===== src/rtl/side_vram_pkg.sv =====
// rtl/side_vram_pkg.sv - shared types and constants for the side-VRAM CPU interface
package side_vram_pkg;

    // Access sequencer states
    typedef enum logic [2:0] {
        ST_IDLE    = 3'd0,
        ST_SETUP   = 3'd1,
        ST_STROBE  = 3'd2,
        ST_CAPTURE = 3'd3,
        ST_RELEASE = 3'd4
    } state_t;

    // Default phase lengths in clock cycles (legal range 1..15 each)
    localparam int DEF_SETUP_CYC  = 1;
    localparam int DEF_STROBE_CYC = 2;

    // Levels driven onto the side bus when no access is in progress
    localparam logic [7:0] BUS_IDLE_DATA = 8'hFF;
    localparam logic       STROBE_OFF    = 1'b1;
    localparam logic       DIR_READ      = 1'b0;
    localparam logic       DIR_WRITE     = 1'b1;

    // Counter preload: a phase of n cycles counts n-1 down to 0
    function automatic logic [3:0] cyc_load(input int n);
        return 4'(n - 1);
    endfunction

endpackage


===== src/rtl/side_vram_cpu_if.sv =====
// rtl/side_vram_cpu_if.sv - CPU to side-VRAM SRAM access sequencer
module side_vram_cpu_if
    import side_vram_pkg::*;
#(
    parameter int SETUP_CYC  = DEF_SETUP_CYC,
    parameter int STROBE_CYC = DEF_STROBE_CYC
) (
    input  logic        clk,
    input  logic        VIDEO_RST,
    input  logic        cpu_cs,
    input  logic        cpu_rd,
    input  logic        cpu_wr,
    input  logic [10:0] cpu_addr,
    input  logic [7:0]  cpu_din,
    output logic [7:0]  cpu_dout,
    output logic        cpu_wait,
    output logic [10:0] VA,
    output logic [7:0]  VD_out,
    input  logic [7:0]  VD_in,
    output logic        SIDE_VRAM_CSn,
    output logic        VDG,
    output logic        VRD,
    output logic        VOE,
    output logic        VWE
);

    localparam logic [3:0] SETUP_LOAD  = cyc_load(SETUP_CYC);
    localparam logic [3:0] STROBE_LOAD = cyc_load(STROBE_CYC);

    state_t      r_state;
    logic [3:0]  r_cnt;
    logic [10:0] r_addr;
    logic [7:0]  r_data;
    logic        r_dir;
    logic [7:0]  r_dout;

    logic        w_req;
    logic        w_active;
    logic        w_is_write;

    // A write wins when both rd and wr are asserted together
    assign w_req      = cpu_cs & (cpu_rd | cpu_wr);
    assign w_is_write = cpu_wr;

    // Stall the CPU until the access has reached RELEASE
    assign cpu_wait = w_req & (r_state != ST_RELEASE);

    // Sequencer: latches the request once, walks the phases, captures read data
    always_ff @(posedge clk or posedge VIDEO_RST) begin
        if (VIDEO_RST) begin
            r_state <= ST_IDLE;
            r_cnt   <= 4'd0;
            r_addr  <= 11'd0;
            r_data  <= BUS_IDLE_DATA;
            r_dir   <= DIR_READ;
            r_dout  <= BUS_IDLE_DATA;
        end else begin
            case (r_state)
                ST_IDLE: begin
                    if (w_req) begin
                        r_addr  <= cpu_addr;
                        r_data  <= cpu_din;
                        r_dir   <= w_is_write ? DIR_WRITE : DIR_READ;
                        r_cnt   <= SETUP_LOAD;
                        r_state <= ST_SETUP;
                    end
                end
                ST_SETUP: begin
                    if (r_cnt == 4'd0) begin
                        r_cnt   <= STROBE_LOAD;
                        r_state <= ST_STROBE;
                    end else begin
                        r_cnt <= r_cnt - 4'd1;
                    end
                end
                ST_STROBE: begin
                    if (r_cnt == 4'd0) begin
                        if (r_dir == DIR_READ) begin
                            r_dout <= VD_in;
                        end
                        r_state <= ST_CAPTURE;
                    end else begin
                        r_cnt <= r_cnt - 4'd1;
                    end
                end
                ST_CAPTURE: begin
                    r_state <= ST_RELEASE;
                end
                ST_RELEASE: begin
                    // A held request parks here so it can never start a second access
                    if (!w_req) begin
                        r_state <= ST_IDLE;
                    end
                end
                default: begin
                    r_state <= ST_IDLE;
                end
            endcase
        end
    end

    // Bus strobes are decoded from state only, so async reset drops them at once
    always_comb begin
        w_active      = (r_state == ST_SETUP) || (r_state == ST_STROBE);
        SIDE_VRAM_CSn = w_active ? 1'b0 : STROBE_OFF;
        VDG           = w_active ? 1'b0 : STROBE_OFF;
        VRD           = w_active ? r_dir : DIR_READ;
        VOE           = (w_active && (r_dir == DIR_READ)) ? 1'b0 : STROBE_OFF;
        // Write pulse only in the first strobe cycle, leaving data hold time after it
        VWE           = ((r_state == ST_STROBE) && (r_dir == DIR_WRITE) && (r_cnt == STROBE_LOAD))
                        ? 1'b0 : STROBE_OFF;
        VD_out        = (w_active && (r_dir == DIR_WRITE)) ? r_data : BUS_IDLE_DATA;
        VA            = r_addr;
        cpu_dout      = r_dout;
    end

endmodule


===== config.mk =====
export PLATFORM = sky130hd
export DESIGN_NAME = side_vram_cpu_if
export DESIGN_NICKNAME = d
export VERILOG_FILES = /design/src/rtl/side_vram_pkg.sv /design/src/rtl/side_vram_cpu_if.sv
export SDC_FILE = /design/constraint.sdc
export NUM_CORES = 1
export LEC_CHECK = 0
export ABC_AREA = 1
export ABC_CLOCK_PERIOD_IN_PS = 1300
export CAP_MARGIN = 15
export CORE_MARGIN = 3
export CORE_UTILIZATION = 40
export DETAILED_ROUTE_END_ITERATION = 10
export GPL_ROUTABILITY_DRIVEN = 0
export PLACE_DENSITY = 0.76
export SETUP_SLACK_MARGIN = 0.1
export SLEW_MARGIN = 40
export SYNTH_ARGS = -nofsm -noshare
export SYNTH_HDL_FRONTEND = slang
export SYNTH_SLANG_ARGS = --single-unit

===== constraint.sdc =====
create_clock -name clk -period 1.3 [get_ports clk]
set_input_delay 0.39 -clock clk [delete_from_list [all_inputs] [get_ports clk]]
set_output_delay 0.39 -clock clk [all_outputs]
set_load 0.005 [all_outputs]

---- Yosys cells after proc, flatten, opt, wreduce, memory -nomap -nowiden ----
Index checks and enable logic that the tools add are counted.
storage, ports and cells
  bits in registers ....................... 35
  bits of input ports ..................... 32
  output and inout port bits .............. 33
  word-level logic and storage cells ...... 49
operators by class
  add/sub/neg operators ................... 1
  eq/ne operators ......................... 11
  mux-type cells .......................... 15
  bitwise gates (word level) .............. 4
  reduce and logical (&&, ||, !) cells .... 12
operators by type and width
  operator                                                            number
  3-bit case mux with 5 select lines                                  1
  3-bit 2-to-1 mux                                                    4
  4-bit 2-to-1 mux                                                    3
  4-bit case mux with 3 select lines                                  1
  2-bit inequality test, second input constant                        5
  8-bit 2-to-1 mux                                                    1
  3-bit by 2-bit == test with 1-bit output, second input constant     2
  3-bit AND reduction                                                 2
  1-bit 2-to-1 mux                                                    5
  4-bit by 1-bit == test with 1-bit output, second input constant     1
  1-bit logical AND                                                   4
  4-bit zero test                                                     1
  4-bit AND reduction                                                 1
  4-bit by 1-bit subtractor with 4-bit output, second input constant  1
  3-bit by 1-bit == test with 1-bit output, second input constant     1
  3-bit == test, second input constant                                1
  3-bit zero test                                                     1
  3-bit inequality test, second input constant                        1
  3-bit nonzero test                                                  1
  1-bit AND                                                           2
  2-bit AND reduction                                                 1
  1-bit logical OR                                                    1
  1-bit NOT                                                           1
  1-bit OR                                                            1

---- Longest topological paths before layout ----
Gate-level depths: netlist of the first run.
  word-level depth ........................ 4
  gate-level depth with buffers ........... 9

---- Worst setup path before layout of the first run ----
No wires, ideal clock.
  path type ............................... flip-flop to output port
  from .................................... reg r_state[2]
  to ...................................... out VD_out[0]
  arrival ................................. 1.066 ns
  slack ................................... -0.156 ns
  cell stages (with the launch flop) ...... 7
  path buffers ............................ 0
  cells stage by stage .................... dfrtp_1 nor2_1 nand2_2 nand2_2 inv_2 nor2_4 nand2_1
between the ends
  word-level cells in the longest chain between the ends .. 4
  elaborated cells between the ends (all ways) .. 5
  those cells by class .................... eq/ne: 2; mux: 1; reduce/logical: 2
RTL lines
  what                                                                                                         line                     RTL
  from (decl)                                                                                                  side_vram_cpu_if.sv:30   state_t r_state;
  from (signal assigned)                                                                                       side_vram_cpu_if.sv:51   r_state <= ST_IDLE;
  from (signal assigned)                                                                                       side_vram_cpu_if.sv:65   r_state <= ST_SETUP;
  from (signal assigned)                                                                                       side_vram_cpu_if.sv:71   r_state <= ST_STROBE;
  3-bit by 1-bit == test with 1-bit output / 3-bit by 2-bit == test with 1-bit output (equally long branches)  side_vram_cpu_if.sv:104  w_active = (r_state == ST_SETUP) || (r_state == ST_STROBE);
  1-bit logical OR *                                                                                           side_vram_cpu_if.sv:104
  1-bit logical AND *                                                                                          side_vram_cpu_if.sv:112  VD_out = (w_active && (r_dir == DIR_WRITE)) ? r_data : BUS_IDLE_DATA;
  8-bit 2-to-1 mux *                                                                                           side_vram_cpu_if.sv:112
  to (decl)                                                                                                    side_vram_cpu_if.sv:18   output logic [7:0] VD_out,
Mark *: on every way between the ends. The rest lies on a longest branch, timed or not.

---- Final worst setup path of the first run ----
  from .................................... reg r_state[2]
  to ...................................... out VD_out[4]
Same word-level chain as after synthesis.

==> metrics.csv, run 1 <==
metric,value,unit
status,finished with violations,
violations,negative setup slack,
area_growth,91.8,%
final_cell_mix,"buf_4, nand2_1, clkdlybuf4s50_1, buf_2, nand2_2",
finalWorstSetupSlack,-666,ps
worstPathMaxFanout,3,
cts_root_buffer,clkbuf_8,
p_leak,1.66,nW
hold_viol_final,0,
pwr-share-seq,26.0,%
slew_headroom,77.7,%
grt_usage,22.1,%
drv_slew,0,
grt_max_degree,36,
cts-htree-levels,2,
vias,1964,
wl,6550,um
yosysSeqAreaShare,51.3,%
gr-total-overflow,0,
grt_pass1_vias,1870,
clockBufferDepth,2,
synth_seq_cells,35,
antenna_left,0,
setup_viol,56,
final_cells,391,
firstDrtPassIters,4,
tightest_slew,333,ps
layout-drive-gt1-share,61.3,%
worstSetupPathType,flip-flop to output pin,
fill_cells,218,
crit_required,910,ps
die_h,72.1,um
drt-initial-drc-count,102,
fmax,0.509,GHz
arrival,1580,ps
placed_cells,349,
synth_area,1750,sq um
maxCapViolations,0,
rsz0062_at_grt,yes,
core_area,4120,sq um
io_buffers,64,
synth_fp_nets,243,
cts-buffers-inserted,5,
grt_pass1_wl,8930,um
vdd_drop_max,1.55,mV
regToRegSetupSlack,-400,ps
slowest_stage,dfrtp_2,
start_util,42.5,%
period_minus_slack,1970,ps
antenna_found_initial,0,
cts_tree,built,
wl_per_cell,16.7,um
power_frac_clock,9.8,%
n_antenna_cell,0,
cts.sinks,35,
yosysWarnings,0,
route.detailed.drc,0,
synth.distinct_cells,25,
switching_share,40.6,%
combPwrFrac,64.2,%
dp_hpwl,3090,um
clk_pin_slew,90,ps
skew,20.8,ps
die_area,5200,sq um
whs,456,ps
die_w,72.1,um
cts_hold_buffers,0,
final_common_cell,buf_4,
powerDensity,2400,nW/um^2
clk_latency,300,ps
nets,375,
crit_path_cell_trace,"nor2_4, nand2_4, nand2_4, inv_4, nor2_4, buf_6, nand2_1, buf_2",
switchingPower,3.26,mW
timing.final.crit_share,151,%
synth_cells,209,
worstHoldPathType,primary input to asynchronous set/reset pin,
worstSetupEndpointType,output pin,
syn_avg_cell_area,8.36,sq um
p_int,4.77,mW
p_total,8.03,mW
cp-start-kind,flip-flop,
slowest_delay,450,ps
avgViaCountPerCell,5.02,
num_rows,23,
ios,65,
-- routing by layer --
| layer | global-route usage (%) | up-vias | part of all wire (%) | routed length (um) |
|---|---|---|---|---|
| met2 | 38.5 | 72 | 53 | 3500 |
| met4 | 8.14 | 0 | 2.7 | 177 |
| met3 | 4.71 | 20 | 5.9 | 384 |
| met1 | 26.7 | 954 | 38 | 2490 |
| li1 | - | 918 | - | - |
| met5 | 0 | - | 0 | 0 |
-- power groups by stage --
stage | clock [mW] | sequential (mW) | combinational [mW]
2_1_floorplan | 0 | 2.03 | 1.65
3_3_place_gp | 0 | 1.99 | 3.46
3_5_place_dp | 0 | 2.01 | 3.53
4_1_cts | 0.772 | 2.01 | 4.09
5_1_grt | 0.844 | 2.13 | 5.49
6_report | 0.788 | 2.09 | 5.15
-- what timing repair did --
item                       CTS  global route
setup buffers               17            16
gates resized for setup    184            64
pin swaps                   23            16
gates cloned                 5             0
setup endpoints to repair   67            67
-- through the flow --
| stage | util (%) | worst slack, ps | cell area (sq um) | TNS (ps) |
|---|---|---|---|---|
| 2_1_floorplan | - | -126 | 1780 | -1030 |
| 3_5_place_dp | 65.7 | -730 | 2710 | -20470 |
| 3_3_place_gp | 65.7 | -699 | 2710 | -19290 |
| 4_1_cts | 74.2 | -570 | 3050 | -16750 |
| 6_report | 81.5 | -666 | 3350 | -17280 |
| 5_1_grt | 81.5 | -723 | 3350 | -20170 |
-- cell type report --
cell class                 count  area, sq um  share of cell area (%)
clock inverter                 1         7.51                   0.224
inverter                      31          124                    3.69
sequential                    35          898                    26.8
tap                           50         62.6                    1.87
timing repair buffer         130         1160                    34.7
multi-input combinational    138         1030                    30.6
clock buffer                   6         72.6                    2.16
-- state kept, by name, indices dropped and copies added, names as in the netlist --
register	flops
r_dir	1
cpu_dout	8
r_state	3
r_data	8
VA	11
r_cnt	4
-- cells in the mapped netlist --
| library cell | number | area [sq um] |
|---|---|---|
| nand3b_1 | 1 | 7.51 |
| dfstp_2 | 16 | 420 |
| nand2_1 | 64 | 240 |
| nor2_1 | 13 | 48.8 |
| dfrtp_1 | 19 | 475 |
| nand3_1 | 19 | 95.1 |
| inv_1 | 26 | 97.6 |
| inv_2 | 4 | 15.0 |
| inv_4 | 1 | 6.26 |
| a21oi_1 | 9 | 45.0 |
| xor2_1 | 1 | 8.76 |
| buf_6 | 2 | 22.5 |
| nor2_4 | 3 | 33.8 |
| nand3_4 | 1 | 17.5 |
| o21ai_2 | 9 | 78.8 |
| o21ai_1 | 2 | 10.0 |
| o21ai_0 | 3 | 15.0 |
| clkbuf_1 | 1 | 3.75 |
| buf_2 | 2 | 10.0 |
| nand2_2 | 5 | 31.3 |
| nor2_2 | 1 | 6.26 |
| nand4_1 | 2 | 12.5 |
| buf_4 | 2 | 15.0 |
| o22ai_1 | 1 | 6.26 |
| ha_1 | 2 | 25.0 |
-- worst max-delay path: cells and delay by family (launching register included) --
kind                   cells  cell delay [ps]
and+or+nand+nor            5              510
DFF                        1              450
buffers and inverters      3              300
-- logic make-up after synthesis --
logic type	share of synthesized area [%]
AOI/OAI and AO/OA	8.88
DFF	51.3
buffers and inverters	9.73
adders and majority gates	1.43
and+or+nand+nor	28.2
xor gates and xnor gates	0.501
-- path summary, 6_finish.rpt --
| path | startpoint | end | depth (start not counted) |
|---|---|---|---|
| max | r_state[2]$_DFFE_PP0P_ | VD_out[4] | 8 |
| max in group asynchronous | VIDEO_RST | r_data[7]$_DFFE_PP1P_ | 3 |
| min reg2reg | cpu_dout[0]$_DFFE_PP1P_ | cpu_dout[0]$_DFFE_PP1P_ | 2 |
| max reg2reg | r_state[1]$_DFFE_PP0P_ | r_state[0]$_DFFE_PP0P_ | 12 |
| min | VIDEO_RST | VA[8]$_DFFE_PP0P_ | 3 |
| min in group clk | cpu_dout[0]$_DFFE_PP1P_ | cpu_dout[0]$_DFFE_PP1P_ | 2 |
No activity file was read; power rests on OpenSTA's default activity.
==> run 2, diff against run 1 <==
--- a/config.mk
+++ b/config.mk
@@ -6,13 +6,14 @@
 export NUM_CORES = 1
 export LEC_CHECK = 0
 export ABC_AREA = 1
-export ABC_CLOCK_PERIOD_IN_PS = 1300
+export ABC_CLOCK_PERIOD_IN_PS = 1800
 export CAP_MARGIN = 15
 export CORE_MARGIN = 3
-export CORE_UTILIZATION = 40
+export CORE_UTILIZATION = 41
+export CTS_BUF_LIST = sky130_fd_sc_hd__clkbuf_8
 export DETAILED_ROUTE_END_ITERATION = 10
 export GPL_ROUTABILITY_DRIVEN = 0
-export PLACE_DENSITY = 0.76
+export PLACE_DENSITY = 0.78
 export SETUP_SLACK_MARGIN = 0.1
 export SLEW_MARGIN = 40
 export SYNTH_ARGS = -nofsm -noshare
==> constraint.sdc (replaced) <==
create_clock -name clk -period 1.8 [get_ports clk]
set_input_delay 0.54 -clock clk [delete_from_list [all_inputs] [get_ports clk]]
set_output_delay 0.54 -clock clk [all_outputs]
set_load 0.005 [all_outputs]
==> run 2 against run 1 <==
  * The run still ends with negative setup slack left
  * Core utilization is 13 points lower
  * Clock power shrank 6.2%
  * Sequential share of layout area rose by 5.3 points
  * Clock skew is 13 ps lower
  * First-iteration DRC count is 12% lower
  * Count of clock-buffer cells in the layout stayed put
  * Die area fell by 2.2%
  * Hold slack gained 19 ps
  * Highest routed layer unchanged
==> metrics.csv, run 2 (synthesized netlist as in run 1, its figures left out) <==
metric,value,unit
status,finished with violations,
violations,negative setup slack,
grt_pass1_wl,7510,um
combPwrFrac,52.3,%
r2r-end,r_cnt[0]$_DFFE_PP0P_,
gr-total-overflow,0,
antenna_left,0,
die_area,5080,sq um
n_antenna_cell,0,
avgViaCountPerCell,4.77,
skew,7.45,ps
p_leak,1.47,nW
slowest_delay,410,ps
arrival,1510,ps
pwr-share-seq,31.6,%
die_w,71.3,um
worstSetupPathType,flip-flop to output pin,
area_growth,59.6,%
cts.sinks,35,
wl,4570,um
ios,65,
core_area,4060,sq um
vias,1674,
clk_latency,290,ps
antenna_found_initial,0,
clockBufferDepth,2,
vdd_drop_max,0.814,mV
post-route-cell-area,2790,sq um
place_area,2540,sq um
grt_pass1_vias,1668,
cpMostUsedCell,nand2_2,
critPathBufInv,3,
dp_hpwl,3110,um
grt_busiest_layer,met2,
rr_startpoint,r_cnt[0]$_DFFE_PP0P_,
worstSetupEndpointType,output pin,
r2r_cells,9,
nets,334,
rsz0062_at_grt,yes,
largest_reg_flops,11,
crit_required,1260,ps
switching_share,37.1,%
whs,475,ps
fmax,0.489,GHz
cp-start-kind,flip-flop,
drv_slew,0,
layout-drive-gt1-share,31.6,%
gr-usage-met3,6.73,%
firstDrtPassIters,6,
slew_headroom,85.2,%
slowest_stage,dfrtp_1,
regToRegSetupSlack,260,ps
die_h,71.3,um
grt_usage,18.6,%
start_util,43.1,%
final_common_cell,nand2_1,
cts-buffers-inserted,5,
route.detailed.drc,0,
crit_path_cell_trace,"nor2_2, nand2_2, nand2_2, inv_4, nor2_4, buf_6, nand2_2, buf_6",
worstSetupEndpoint,VD_out[5],
wl_per_cell,13.0,um
timing.final.crit_share,114,%
io_buffers,64,
num_rows,23,
cts_tree,built,
drt-initial-drc-count,90,
cts-htree-levels,2,
p_total,4.59,mW
period_minus_slack,2050,ps
powerDensity,1640,nW/um^2
power_frac_clock,16.1,%
finalWorstSetupSlack,-247,ps
critPathTopFamily,simple AND/OR/NAND/NOR gates,
final_cell_mix,"nand2_1, clkdlybuf4s50_1, inv_1, dfrtp_1",
grt_max_degree,24,
tightest_slew,222,ps
use_met2,32.8,%
hold_viol_final,0,
setup_viol,14,
maxCapViolations,0,
met1_usage,21.7,%
p_int,2.89,mW
crit_start,r_state[0]$_DFFE_PP0P_,
cts_root_buffer,clkbuf_8,
worstPathMaxFanout,4,
switchingPower,1.70,mW
clk_pin_slew,70,ps
path_depth,8,
worstHoldPathType,flip-flop to flip-flop,
-- run 2: layout make-up --
cell class / count / area, sq um
fill: 307 / 1270
inverter: 31 / 121
multi-input combinational: 138 / 741
clock inverter: 2 / 35.0
clock buffer: 6 / 82.6
timing repair buffer: 89 / 851
sequential: 35 / 896
tap: 50 / 62.6
-- run 2: metrics by stage --
step / worst slack, ps / utilization, % / cells / TNS (ps)
after global placement: -498 / 62.7 / 332 / -4580
after floorplan: 194 / - / 209 / 0
after CTS: -245 / 66.9 / 349 / -2230
after detailed placement: -581 / 62.7 / 332 / -6280
after global routing: -336 / 68.7 / 351 / -3640
final: -247 / 68.7 / 351 / -2580
-- run 2: worst min-delay path by stage --
stage,start,endpoint,cells after the start
after floorplan,r_data[0]$_DFFE_PP1P_,r_data[0]$_DFFE_PP1P_,2
after global placement,VA[10]$_DFFE_PP0P_,VA[10]$_DFFE_PP0P_,2
after detailed placement,VA[0]$_DFFE_PP0P_,VA[0]$_DFFE_PP0P_,2
after CTS,r_data[2]$_DFFE_PP1P_,r_data[2]$_DFFE_PP1P_,2
after global routing,cpu_dout[7]$_DFFE_PP1P_,cpu_dout[7]$_DFFE_PP1P_,2
final,r_data[3]$_DFFE_PP1P_,r_data[3]$_DFFE_PP1P_,2
-- run 2: power groups by stage --
| stage | clock network, mW | logic [mW] | registers [mW] |
|---|---|---|---|
| 4_1_cts | 0.750 | 2.27 | 1.45 |
| 6_report | 0.739 | 2.40 | 1.45 |
| 3_5_place_dp | 0 | 2.20 | 1.46 |
| 5_1_grt | 0.791 | 2.66 | 1.50 |
| 3_3_place_gp | 0 | 2.17 | 1.44 |
| 2_1_floorplan | 0 | 1.12 | 1.46 |
-- run 2: worst register-to-register path: stages, from the launching register on --
cell	delay, ps
dfrtp_1	380
inv_1	150
ha_1	230
inv_1	90
nor2_4	220
nand2_1	100
nand2_1	110
nor2_4	50
nand2_1	50
o21ai_1	60
-- run 2: timing repair --
action	4_1_cts	5_1_grt
setup buffers	9	1
pin swaps	8	3
gates resized for setup	85	14
gates cloned	1	1
setup endpoints to repair	28	26
hold buffers	0	0
-- run 2: metal layers --
| metal | vias to the layer above | part of all wire [%] | routed length [um] |
|---|---|---|---|
| met4 | 0 | 1.1 | 48 |
| li1 | 828 | - | - |
| met3 | 9 | 7.3 | 334 |
| met1 | 776 | 40 | 1810 |
| met5 | - | 0 | 0 |
| met2 | 61 | 52 | 2370 |
